--- src/rtl/cordic_pkg.sv ---
// Shared constants and the pipeline tag type for the CORDIC request arbiter.
package cordic_pkg;

   localparam int DEF_WIDTH  = 16;
   localparam int DEF_STAGES = 16;
   localparam int DEF_NREQ   = 4;

   // Angle scale: pi/4 rad maps to 12868 (16384 per radian).
   localparam logic signed [15:0] PI_4 = 16'sd12868;

   // Id field is wide enough for up to 256 requesters.
   localparam int TAG_ID_W = 8;

   typedef struct packed {
      logic                valid;
      logic [TAG_ID_W-1:0] id;
   } tag_t;

endpackage

--- src/rtl/rr_arbiter.sv ---
// Round-robin grant selection: the search starts at rr_ptr and the pointer
// moves just past the winner only when the grant is actually taken.
module rr_arbiter #(
   parameter  int NREQ = 4,
   localparam int IDW  = (NREQ > 1) ? $clog2(NREQ) : 1
) (
   input  logic            clk,
   input  logic            reset_n,
   input  logic [NREQ-1:0] req_i,
   input  logic            take_i,
   output logic            gnt_valid_o,
   output logic [IDW-1:0]  gnt_idx_o
);

   logic [IDW-1:0] rr_ptr_q, rr_ptr_d;

   always_comb begin
      int cand;
      cand        = 0;
      gnt_valid_o = 1'b0;
      gnt_idx_o   = '0;
      for (int i = 0; i < NREQ; i++) begin
         cand = int'(rr_ptr_q) + i;
         if (cand >= NREQ) cand = cand - NREQ;
         if (!gnt_valid_o && req_i[cand[IDW-1:0]]) begin
            gnt_valid_o = 1'b1;
            gnt_idx_o   = cand[IDW-1:0];
         end
      end
   end

   always_comb begin
      rr_ptr_d = rr_ptr_q;
      if (take_i) begin
         rr_ptr_d = (gnt_idx_o == IDW'(NREQ - 1)) ? '0 : gnt_idx_o + 1'b1;
      end
   end

   always_ff @(posedge clk or negedge reset_n) begin
      if (!reset_n) rr_ptr_q <= '0;
      else          rr_ptr_q <= rr_ptr_d;
   end

endmodule

--- src/rtl/cordic_arbiter.sv ---
// Shares one external CORDIC pipeline among NREQ requesters; a tag shift
// register tracks ownership so results are routed back in transfer order.
module cordic_arbiter import cordic_pkg::*; #(
   parameter  int WIDTH  = DEF_WIDTH,
   parameter  int STAGES = DEF_STAGES,
   parameter  int NREQ   = DEF_NREQ,
   localparam int IDW    = (NREQ > 1) ? $clog2(NREQ) : 1,
   localparam int CNTW   = $clog2(STAGES + 3)
) (
   input  logic                 clk,
   input  logic                 reset_n,
   input  logic [NREQ-1:0]      req_valid,
   output logic [NREQ-1:0]      req_ready,
   input  logic [NREQ*WIDTH-1:0] req_x,
   input  logic [NREQ*WIDTH-1:0] req_y,
   input  logic [NREQ*WIDTH-1:0] req_angle,
   input  logic                 drain,
   output logic                 cordic_reset,
   output logic [WIDTH-1:0]     cordic_x_in,
   output logic [WIDTH-1:0]     cordic_y_in,
   output logic [WIDTH-1:0]     cordic_angle_in,
   input  logic [WIDTH-1:0]     cordic_x_out,
   input  logic [WIDTH-1:0]     cordic_y_out,
   output logic                 rsp_valid,
   output logic [IDW-1:0]       rsp_id,
   output logic [WIDTH-1:0]     rsp_x,
   output logic [WIDTH-1:0]     rsp_y,
   output logic                 idle
);

   logic           gnt_valid;
   logic [IDW-1:0] gnt_idx;
   logic           xfer;

   tag_t           tag_q [STAGES+1];
   tag_t           tag_in;

   logic           rsp_valid_q;
   logic [IDW-1:0] rsp_id_q;
   logic [WIDTH-1:0] rsp_x_q, rsp_y_q;
   logic [CNTW-1:0]  in_flight_q, in_flight_d;

   rr_arbiter #(.NREQ(NREQ)) u_rr (
      .clk         (clk),
      .reset_n     (reset_n),
      .req_i       (req_valid),
      .take_i      (xfer),
      .gnt_valid_o (gnt_valid),
      .gnt_idx_o   (gnt_idx)
   );

   // Gating with reset_n keeps ready low and idle high throughout reset.
   assign xfer = gnt_valid & ~drain & reset_n;

   always_comb begin
      req_ready = '0;
      if (xfer) req_ready[gnt_idx] = 1'b1;
   end

   assign cordic_reset    = ~reset_n;
   assign cordic_x_in     = xfer ? req_x[int'(gnt_idx)*WIDTH +: WIDTH]     : '0;
   assign cordic_y_in     = xfer ? req_y[int'(gnt_idx)*WIDTH +: WIDTH]     : '0;
   assign cordic_angle_in = xfer ? req_angle[int'(gnt_idx)*WIDTH +: WIDTH] : '0;

   always_comb begin
      tag_in       = '0;
      tag_in.valid = xfer;
      tag_in.id    = TAG_ID_W'(gnt_idx);
   end

   always_ff @(posedge clk or negedge reset_n) begin
      if (!reset_n) begin
         for (int i = 0; i <= STAGES; i++) tag_q[i] <= '0;
      end else begin
         tag_q[0] <= tag_in;
         for (int i = 1; i <= STAGES; i++) tag_q[i] <= tag_q[i-1];
      end
   end

   always_ff @(posedge clk or negedge reset_n) begin
      if (!reset_n) begin
         rsp_valid_q <= 1'b0;
         rsp_id_q    <= '0;
         rsp_x_q     <= '0;
         rsp_y_q     <= '0;
      end else begin
         rsp_valid_q <= tag_q[STAGES].valid;
         if (tag_q[STAGES].valid) begin
            rsp_id_q <= tag_q[STAGES].id[IDW-1:0];
            rsp_x_q  <= cordic_x_out;
            rsp_y_q  <= cordic_y_out;
         end
      end
   end

   // Retire on the edge that raises rsp_valid, so the count peaks at STAGES+1.
   always_comb begin
      in_flight_d = in_flight_q;
      case ({xfer, tag_q[STAGES].valid})
         2'b10:   in_flight_d = in_flight_q + CNTW'(1);
         2'b01:   in_flight_d = in_flight_q - CNTW'(1);
         default: in_flight_d = in_flight_q;
      endcase
   end

   always_ff @(posedge clk or negedge reset_n) begin
      if (!reset_n) in_flight_q <= '0;
      else          in_flight_q <= in_flight_d;
   end

   assign rsp_valid = rsp_valid_q;
   assign rsp_id    = rsp_id_q;
   assign rsp_x     = rsp_x_q;
   assign rsp_y     = rsp_y_q;
   assign idle      = (in_flight_q == '0) && !xfer;

endmodule

--- config.mk ---
export PLATFORM = sky130hd
export DESIGN_NAME = cordic_arbiter
export DESIGN_NICKNAME = d
export VERILOG_FILES = /design/src/rtl/cordic_pkg.sv /design/src/rtl/rr_arbiter.sv /design/src/rtl/cordic_arbiter.sv
export SDC_FILE = /design/constraint.sdc
export NUM_CORES = 1
export LEC_CHECK = 0
export ABC_AREA = 1
export BUFFER_PORTS_ARGS = -buffer_cell sky130_fd_sc_hd__buf_2
export CAP_MARGIN = 25
export CORE_MARGIN = 4
export CORE_UTILIZATION = 41
export CTS_CLUSTER_SIZE = 28
export DETAILED_ROUTE_END_ITERATION = 16
export PLACE_DENSITY = 0.78
export SLEW_MARGIN = 20
export SYNTH_ARGS = -nofsm -noshare
export SYNTH_HDL_FRONTEND = slang
export SYNTH_SLANG_ARGS = --single-unit
--- constraint.sdc ---
create_clock -name clk -period 2.9 [get_ports clk]
set_input_delay 0.29 -clock clk [delete_from_list [all_inputs] [get_ports clk]]
set_output_delay 0.29 -clock clk [all_outputs]
set_load 0.01 [all_outputs]
==> metrics.yaml, run 1 <==
hp-class: "primary input to flip-flop"
synth-seq-cells: 93
crit_top_cell: "nand2_1"
die_y_um: 127
numPortBuffers: 319
io-pin-count: 320
layout-drive-gt1-share_pct: 38.8
cts_root_buffer: "clkbuf_16"
grt_max_degree: 97
h-tree-depth: 3
reg2regPathDepth: 18
cp_max_fo: 10
drt-pass1-iter-count: 5
pre_cts_slack_ns: 0.0934
max_stage_delay_ns: 0.44
setup_viol: 0
fillers: 1285
row_count: 43
cp_cell_sequence: "clkbuf_2 -> nand2_1 -> nand2_2 -> nand2_2 -> nand2_1 -> nor2_4 -> nand3_2 -> nand2_4 -> buf_12 -> buf_4 -> nand2_4 -> nand2_1 -> nand3_1 -> a21oi_1 -> buf_2"
rsz0062_at_grt: "true"
layout_commonest_cell: "buf_2"
cpLargestDelayFamily: "simple AND/OR/NAND/NOR gates"
stdcell_count: 1272
grt_util_all_layers_pct: 22.7
fin_ws_ns: 0.105
fmax_mhz: 358
synthTopCellsByArea: "dfrtp_1 40%, nand3_1 13%, inv_1 11%"
start_kind: "flip-flop"
met1_usage_pct: 30.3
fin_crit_sh_pct: 96.4
path_clk_slew_ns: 0.07
layout_common_cells: "318 x buf_2, 165 x inv_1, 152 x nand3_1"
finalWirelength_um: 20900
met2_usage_pct: 36.1
syn_area_mm2: 0.00581
grt_pass1_vias: 5613
cp_data_arrival_time_ns: 2.50
die_w_um: 127
finalPower_w: 0.0101
clkLatencyLatePin_ns: 0.33
vias: 6300
top_usage_layer: "met2"
design.core.area_mm2: 0.0139
clock_sinks: 93
status: "completed"
hold_viol: 0
cellPowerDensity_mw_per_mm2: 1230
ys_seq_area_share_pct: 40.0
synthCells: 778
synthFlopType: "dfrtp_1"
via_per_inst: 4.95
grt_overflow: 0
r2r_slack_ns: 0.24
hp-start: "cordic_x_out[10]"
hold_end: "rsp_x[10]"
initial_core_util_pct: 41.9
place_hpwl_um: 15100
synth.distinct_cells: 29
dpl.cell_count: 1240
worst_path_max_delay_cell: "dfrtp_2"
synth_async_sr_flop_share_pct: 100
r2r_start: "u_rr.rr_ptr_q[0]"
clockBufferDepth: 2
wl_per_cell_um: 16.4
syn_avg_cell_area_um2: 7.47
numCtsBuffers: 9
yosysWarnings: 0
nets: 1325
ir_worst_vdd_mv: 0.777
crit_path_end_kind: "output pin"
post-route-min-period_ns: 2.79
crit_type: "flip-flop to output pin"
antenna_left: 0
syn-num-nets: 1017
area_growth_syn_to_layout_pct: 40.5
synth_top_cell_by_area: "dfrtp_1"
cap_viol_max_count: 0
tightest_slew_ns: 0.796
cp-startpoint: "u_rr.rr_ptr_q[0]"
critPathRequiredTime_ns: 2.61
grt_use_met3_pct: 6.56
maxSlewViolCount: 0
slew-limit-headroom_pct: 46.9
p_leak_nw: 4.80
synth_top_area_share_pct: 40.0
hold_depth: 2
cts_tree: "built"
dr.first_iter.drc_count: 511
synth_edf_count: 0
fin_skew_ns: 0.0115
antenna_found_initial: 2
routabilityCongestion: 0.987
critPathBufInv: 4
r2r_end: "in_flight_q[4]"
final_util_pct: 58.8
remaining_drc_errors: 0
dieArea_mm2: 0.0162
grt_pass1_wl_um: 29200
-- what timing repair did --
action / 4_1_cts / 5_1_grt
gates resized for setup: 2 / 17
hold buffers: 1 / 0
hold endpoints to repair: 26 / 0
setup buffers: 2 / 6
pin swaps: 0 / 1
endpoints found under the setup margin: 49 / 53
cloned: 0 / 6
-- flip-flops by register name, summed over array words and instances, names as in the netlist --
signal / cells
in_flight_q: 5
rsp_id: 2
rsp_valid: 1
rsp_x: 16
rsp_y: 16
tag_q: 51
u_rr.rr_ptr_q: 2
-- worst register-to-register path, stage by stage, from the launching register on --
cell and delay [ns]:
dfrtp_2 0.44, clkbuf_2 0.15, nand2_1 0.08, nand2_2 0.09, o21ai_1 0.22, nand3b_1 0.15
nand3_2 0.07, ha_1 0.23, xor2_1 0.19, ha_1 0.18, inv_1 0.07, nand2_1 0.05
nand2_1 0.08, nand2_1 0.05, nand2_1 0.05, nand2_1 0.05, a21oi_1 0.10, o21ai_0 0.12
xor2_1 0.16
-- cells in the mapped netlist (7+ instances only) --
cell type,count
nand3_1,154
a21oi_1,50
nand2_1,140
nand3b_1,49
clkbuf_1,15
dfrtp_1,93
ha_1,8
inv_1,165
buf_1,7
nor2_1,7
mux2_2,34
buf_2,22
-- worst max path at each step --
stage	to	slack (ns)	depth (start not counted)
final	cordic_angle_in[1]	0.11	15
after detailed placement	in_flight_q[4]	0.09	18
after global routing	cordic_x_in[9]	-0.05	15
after global placement	in_flight_q[4]	0.20	18
after CTS	cordic_x_in[7]	0.04	14
after floorplan	in_flight_q[4]	0.20	21
-- area by class of cell --
class                   count  area [um^2]  share of cell area (%)
multi-input cells         467         2660                    32.6
flip-flops and latches     93         2330                    28.5
repair buffers            347         1990                    24.4
inverters                 168          636                    7.78
clock buffers              10          239                    2.93
well taps                 180          225                    2.76
clock inverters             6         78.8                   0.965
diodes                      1         2.50                  0.0306
-- through the flow --
step,area (um^2),hold WS (ns),setup TNS (ns)
2_1_floorplan,5810,-0.00559,0
3_3_place_gp,7560,0.332,0
3_5_place_dp,7560,0.335,0
4_1_cts,7910,0.181,0
5_1_grt,8170,0.182,-0.199
6_report,8170,0.193,0
-- per-layer routing --
metal	wire [um]	share of wire, %
met1	8560	41
met2	9790	47
met3	2020	9.6
met4	544	2.6
met5	0	0
-- report_power, final --
group,total [W],switching (W),internal (W)
Combinational,0.00683,0.00416,0.00267
Sequential,0.00204,0.000227,0.00181
Clock,0.00120,0.000491,0.000705
-- logic make-up after synthesis --
family                     Yosys count  share of synthesized area, %
and+or+nand+nor                    363                          30.8
muxes                               34                          6.58
buffers and inverters              219                          15.3
adders and majority gates            8                          1.72
DFF                                 93                          40.0
AOI/OAI and AO/OA                   57                          4.97
xor gates and xnor gates             4                         0.603
(Power assumes the default switching activity.)
==> run 2, diff against run 1 <==
--- a/config.mk
+++ b/config.mk
@@ -5,14 +5,13 @@
 export SDC_FILE = /design/constraint.sdc
 export NUM_CORES = 1
 export LEC_CHECK = 0
-export ABC_AREA = 1
 export BUFFER_PORTS_ARGS = -buffer_cell sky130_fd_sc_hd__buf_2
 export CAP_MARGIN = 25
-export CORE_MARGIN = 4
-export CORE_UTILIZATION = 41
+export CORE_AREA = 4 4 122 124
 export CTS_CLUSTER_SIZE = 28
 export DETAILED_ROUTE_END_ITERATION = 16
-export PLACE_DENSITY = 0.78
+export DIE_AREA = 0 0 126 128
+export PLACE_DENSITY = 0.69
 export SLEW_MARGIN = 20
 export SYNTH_ARGS = -nofsm -noshare
 export SYNTH_HDL_FRONTEND = slang
==> constraint.sdc (replaced) <==
create_clock -name clk -period 2.4 [get_ports clk]
set_input_delay 0.24 -clock clk [delete_from_list [all_inputs] [get_ports clk]]
set_output_delay 0.24 -clock clk [all_outputs]
set_load 0.01 [all_outputs]
==> run 2 against run 1 <==
Effect of this change:
- die area fell by 0.14%
- combinational power fell by 56%
- largest power group unchanged
- largest cell class unchanged
- first-iteration DRC count is 63% lower
- via count decreased by 31%
- the flow now finishes with violations (negative setup slack)
- critical path depth shrank 7
==> metrics.yaml, run 2 <==
hp-class: "primary input to flip-flop"
top_usage_layer: "met2"
p_leak_nw: 3.93
ir_worst_vdd_mv: 0.332
pre_cts_slack_ns: 0.213
r2r_end: "u_rr.rr_ptr_q[0]"
cellPowerDensity_mw_per_mm2: 869
rsz0062_at_grt: "true"
worst_path_max_delay_cell: "dfrtp_2"
r2r_start: "u_rr.rr_ptr_q[1]"
via_per_inst: 4.87
antenna_found_initial: 1
hold_viol: 0
met1_usage_pct: 20.1
max_stage_delay_ns: 0.41
regMostFlops: "tag_q"
met2_usage_pct: 33.1
syn_avg_cell_area_um2: 12.6
grt_overflow: 0
design.core.area_mm2: 0.0138
die_w_um: 126
clkLatencyLatePin_ns: 0.33
r2r_slack_ns: 0.47
numCtsBuffers: 9
layout-drive-gt1-share_pct: 64.4
grt_pass1_wl_um: 23000
synth_async_sr_flop_share_pct: 100
dr.first_iter.drc_count: 189
antenna_left: 0
die_y_um: 128
critPathBufInv: 4
post-route-min-period_ns: 2.42
fin_skew_ns: 0.00447
reg2regPathDepth: 8
crit_top_cell: "buf_12"
tightest_slew_ns: 0.438
timing.hold.ws_ns: 0.141
grt_pass1_vias: 4387
cp_cell_sequence: "inv_2 -> a221oi_4 -> nand3_4 -> buf_12 -> buf_12 -> mux2i_1 -> o22ai_1 -> buf_2"
ys_seq_area_share_pct: 50.9
largest_reg_flops: 51
path_clk_slew_ns: 0.06
place_hpwl_um: 12400
cp-endpoint: "cordic_x_in[13]"
synth.most_common_cell: "mux2i_1"
synth-seq-cells: 93
dieArea_mm2: 0.0161
cp.depth: 8
layout_common_cells: "308 x buf_2, 92 x dfrtp_1, 86 x mux2i_1"
synthFlopType: "dfrtp_1"
slew-limit-headroom_pct: 70.8
drt-pass1-iter-count: 4
numPortBuffers: 319
cap_viol_max_count: 0
vias: 4322
crit_path_end_kind: "output pin"
wl_per_cell_um: 19.4
cts_tree: "built"
cp-startpoint: "u_rr.rr_ptr_q[1]"
crit_type: "flip-flop to output pin"
grt_use_met3_pct: 4.42
critPathRequiredTime_ns: 2.16
syn_area_mm2: 0.00457
setup_viol: 1
grt_util_all_layers_pct: 18.0
io-pin-count: 320
synthTopCellsByArea: "dfrtp_1 51%, mux2i_1 21%, mux2_2 8.6%"
cp_max_fo: 16
h-tree-depth: 3
fin_ws_ns: -0.0230
grt_max_degree: 80
cts_root_buffer: "clkbuf_16"
remaining_drc_errors: 0
initial_core_util_pct: 33.2
maxSlewViolCount: 0
violations: "negative setup slack"
clock_sinks: 93
final_util_pct: 54.0
routabilityCongestion: 0.913
synthCells: 362
fin_crit_sh_pct: 101
nets: 941
area_growth_syn_to_layout_pct: 62.7
synth_edf_count: 0
syn-num-nets: 601
start_kind: "flip-flop"
layout_commonest_cell: "buf_2"
clockBufferDepth: 2
cpLargestDelayFamily: "buffers and inverters"
status: "finished with violations"
fmax_mhz: 413
synth.distinct_cells: 35
finalWirelength_um: 17200
synth_top_area_share_pct: 50.9
cp_data_arrival_time_ns: 2.18
netlist_top_cells_count: "96 x mux2i_1, 93 x dfrtp_1, 49 x o22ai_1"
synth_top_cell_by_area: "dfrtp_1"
yosysWarnings: 0
row_count: 43
-- run 2: changes by cell type after synthesis, moves of 3 or more --
cell	previous run	this run
nand2_1	140	6
inv_1	165	2
nand3_1	154	2
nand3b_1	49	1
o22ai_1	0	49
and2_1	0	4
buf_1	7	1
mux2i_1	0	96
nand2_2	4	0
clkbuf_1	15	11
buf_4	4	7
a21oi_1	50	3
buf_2	22	7
-- run 2: cell families after synthesis --
group / after synthesis / share of synthesized area [%]
AO/OA/AOI/OAI: 64 / 9.01
flip-flops: 93 / 50.9
multiplexers: 131 / 29.7
buffers and inverters: 34 / 4.05
adder cells (fa/ha/maj): 8 / 2.19
AND/OR/NAND/NOR: 25 / 2.79
XOR/XNOR: 7 / 1.34
-- run 2: stage by stage --
stage	cell area, um^2	total power (W)	instances	TNS [ns]
final	7430	0.00645	888	-0.0230
after detailed placement	6440	0.00456	852	0
after global placement	6440	0.00448	852	0
after global routing	7430	0.00682	888	-2.86
after CTS	6800	0.00596	872	-0.236
after floorplan	4570	0.00369	362	0
-- run 2: worst reg2reg max path: cells and delay by family (launching register included) --
family	cells	cell delay [ns]
flip-flops	1	0.44
AO/OA/AOI/OAI	3	0.64
adder cells (fa/ha/maj)	1	0.21
buffers and inverters	3	0.41
AND/OR/NAND/NOR	1	0.13
-- run 2: power breakdown --
group / internal, W / leakage (nW) / switching [W]
registers: 0.00198 / 1.12 / 0.000199
clock network: 0.000715 / 0.139 / 0.000583
logic: 0.00156 / 2.67 / 0.00142
-- run 2: worst min-delay path by stage --
stage	startpoint	endpoint	slack, ns	cells after the start
2_1_floorplan	reset_n	in_flight_q[0]	-0.06	0
3_3_place_gp	reset_n	tag_q[36]	0.23	2
3_5_place_dp	reset_n	tag_q[18]	0.24	2
4_1_cts	cordic_y_out[5]	rsp_y[5]	0.13	2
5_1_grt	cordic_x_out[0]	rsp_x[0]	0.14	2
6_report	cordic_y_out[3]	rsp_y[3]	0.14	2
-- run 2: timing repair --
action                                  in CTS  in global routing
cloned                                       0                 11
setup buffers                                3                  3
resized for setup                            9                 67
hold buffers                                 1                  0
pin swaps                                    2                 10
endpoints found under the setup margin      43                 50
hold endpoints to repair                    14                  0
-- run 2: area by class of cell --
class                   instances  area [um^2]
fillers                      1217         6340
multi-input cells             235         2380
flip-flops and latches         93         2330
repair buffers                358         2190
clock buffers                   9          225
well taps                     180          225
clock inverters                 7         55.1
inverters                       5         18.8
diodes                          1         2.50
-- run 2: per-layer routing --
layer | wire (um) | vias to the layer above | share of wire, %
li1 | - | 2018 | -
met1 | 6310 | 2084 | 37
met2 | 9400 | 189 | 55
met3 | 1150 | 31 | 6.6
met4 | 370 | 0 | 2.1
met5 | 0 | - | 0
==> run 3, diff against run 2 <==
--- a/config.mk
+++ b/config.mk
@@ -11,7 +11,7 @@
 export CTS_CLUSTER_SIZE = 28
 export DETAILED_ROUTE_END_ITERATION = 16
 export DIE_AREA = 0 0 126 128
-export PLACE_DENSITY = 0.69
+export PLACE_DENSITY_LB_ADDON = 0.08
 export SLEW_MARGIN = 20
 export SYNTH_ARGS = -nofsm -noshare
 export SYNTH_HDL_FRONTEND = slang
==> run 3 against run 2 <==
Effect of this change:
- the flow now finishes without violations
- sequential cell count stayed put
- via count is 1.2% lower
- global-route usage is 2.2 points higher
- maximum frequency is 3.7% higher
- combinational power is 9.7% lower
- critical path depth stayed put
- final cell count is 0.45% lower
- utilization is 3.1 points lower
- die area stayed put
- sequential power hardly changed
- highest routed layer is now met5
==> metrics.yaml, run 3 (synthesis results as in run 2) <==
initial_core_util_pct: 33.2
place_hpwl_um: 14200
p_leak_nw: 3.82
seq_area_mm2: 0.00233
crit_type: "flip-flop to output pin"
crit_path_end_kind: "output pin"
grt_pass1_wl_um: 24800
hp-class: "primary input to async pin"
numCtsBuffers: 9
cap_viol_max_count: 0
grt_util_all_layers_pct: 20.1
fin_crit_sh_pct: 97.3
grt_overflow: 0
die_w_um: 126
remaining_drc_errors: 0
fillers: 1316
numPortBuffers: 319
layout-drive-gt1-share_pct: 59.4
largest_reg_flops: 51
design.core.area_mm2: 0.0138
die_y_um: 128
slew-limit-headroom_pct: 61.4
area_growth_syn_to_layout_pct: 53.4
cpLargestDelayFamily: "buffers and inverters"
critPathBufInv: 4
io-pin-count: 320
final.setup.tns_ns: 0
critPathRequiredTime_ns: 2.16
layout_common_cells: "316 x buf_2, 94 x mux2i_1, 92 x dfrtp_1"
ir_worst_vdd_mv: 0.364
start_kind: "flip-flop"
path_clk_slew_ns: 0.07
place_area_mm2: 0.00643
grt_max_degree: 49
wl_per_cell_um: 20.1
multiInputGateArea_mm2: 0.00212
stdcell_area_mm2: 0.00701
post-route-min-period_ns: 2.34
clkLatencyLatePin_ns: 0.33
status: "completed"
vias: 4271
tightest_slew_ns: 0.579
nets: 933
max_stage_delay_ns: 0.42
cp_cell_sequence: "inv_2 -> a221oi_4 -> nand3_4 -> buf_6 -> buf_16 -> mux2i_1 -> o22ai_1 -> buf_2"
setup_viol: 0
grt_pass1_vias: 4291
cts_hold_buf: 0
finalPower_w: 0.00618
fmax_mhz: 428
regMostFlops: "tag_q"
cp_data_arrival_time_ns: 2.10
clock_sinks: 93
antenna_found_initial: 8
rsz0062_at_grt: "true"
dr.first_iter.drc_count: 199
antenna_left: 0
dieArea_mm2: 0.0161
via_per_inst: 4.83
row_count: 43
worst_path_max_delay_cell: "dfrtp_2"
cts_tree: "built"
cp_max_fo: 14
clockBufferDepth: 2
finalWirelength_um: 17700
h-tree-depth: 3
cts_root_buffer: "clkbuf_16"
hold_viol: 0
layout_commonest_cell: "buf_2"
fin_skew_ns: 0.00739
cellPowerDensity_mw_per_mm2: 882
maxSlewViolCount: 0
drt-pass1-iter-count: 4
routabilityCongestion: 0.924
-- run 3: cell types whose count changed in the layout (fill, tap and decap cells not counted), moves of 3 or more --
| cell | before | now |
|---|---|---|
| buf_2 | 308 | 316 |
| buf_4 | 19 | 13 |
| buf_6 | 15 | 12 |
| buf_8 | 3 | 0 |
| clkbuf_16 | 16 | 12 |
| diode_2 | 1 | 5 |
| mux2i_1 | 86 | 94 |
| mux2i_2 | 8 | 2 |
| o22ai_1 | 22 | 47 |
| o22ai_2 | 20 | 1 |
| o22ai_4 | 7 | 1 |
-- run 3: final cells by class --
cell class | instances | area share, %
diodes | 5 | 0.179
clock buffers | 10 | 3.41
clock inverters | 6 | 0.660
inverters | 5 | 0.268
multi-input cells | 235 | 30.3
flip-flops and latches | 93 | 33.2
well taps | 180 | 3.21
repair buffers | 350 | 28.8
-- run 3: path summary, 6_finish.rpt --
kind / start / endpoint / slack, ns / depth (start not counted)
max: u_rr.rr_ptr_q[1] / cordic_y_in[4] / 0.06 / 8
min: reset_n / tag_q[18] / 0.009 / 2
max reg2reg: tag_q[8] / in_flight_q[2] / 0.56 / 7
min reg2reg: tag_q[99] / tag_q[90] / 0.34 / 0
max in group asynchronous: reset_n / rsp_x[8] / 1.39 / 3
min in group clk: cordic_y_out[13] / rsp_y[13] / 0.14 / 2
-- run 3: stage by stage --
step                setup slack (ns)  hold WS [ns]  util, %  cells
floorplan                      0.406       -0.0556        -    362
global placement               0.259         0.334     46.7    848
detailed placement             0.182         0.335     46.7    848
CTS                         -0.00357        0.0204     49.4    872
global route                 -0.0390        0.0547     50.9    884
finish                        0.0637       0.00916     50.9    884
-- run 3: layer usage --
layer / vias up / global-route usage, % / routed length, um
met1: 2013 / 24.0 / 6800
met3: 33 / 6.08 / 1460
li1: 2001 / - / -
met4: 4 / 9.46 / 520
met2: 220 / 33.5 / 8930
met5: - / 0 / 26
-- run 3: repair_timing --
action / 4_1_cts / 5_1_grt
gates cloned: 0 / 3
gates resized for setup: 6 / 20
endpoints found under the setup margin: 51 / 51
pin swaps: 4 / 7
buffers inserted: 8 / 4
-- run 3: where the power goes --
group	internal [W]	leakage [nW]	total, W	switching (W)
combinational	0.00144	2.56	0.00269	0.00125
sequential	0.00198	1.12	0.00217	0.000192
clock	0.000739	0.141	0.00132	0.000582
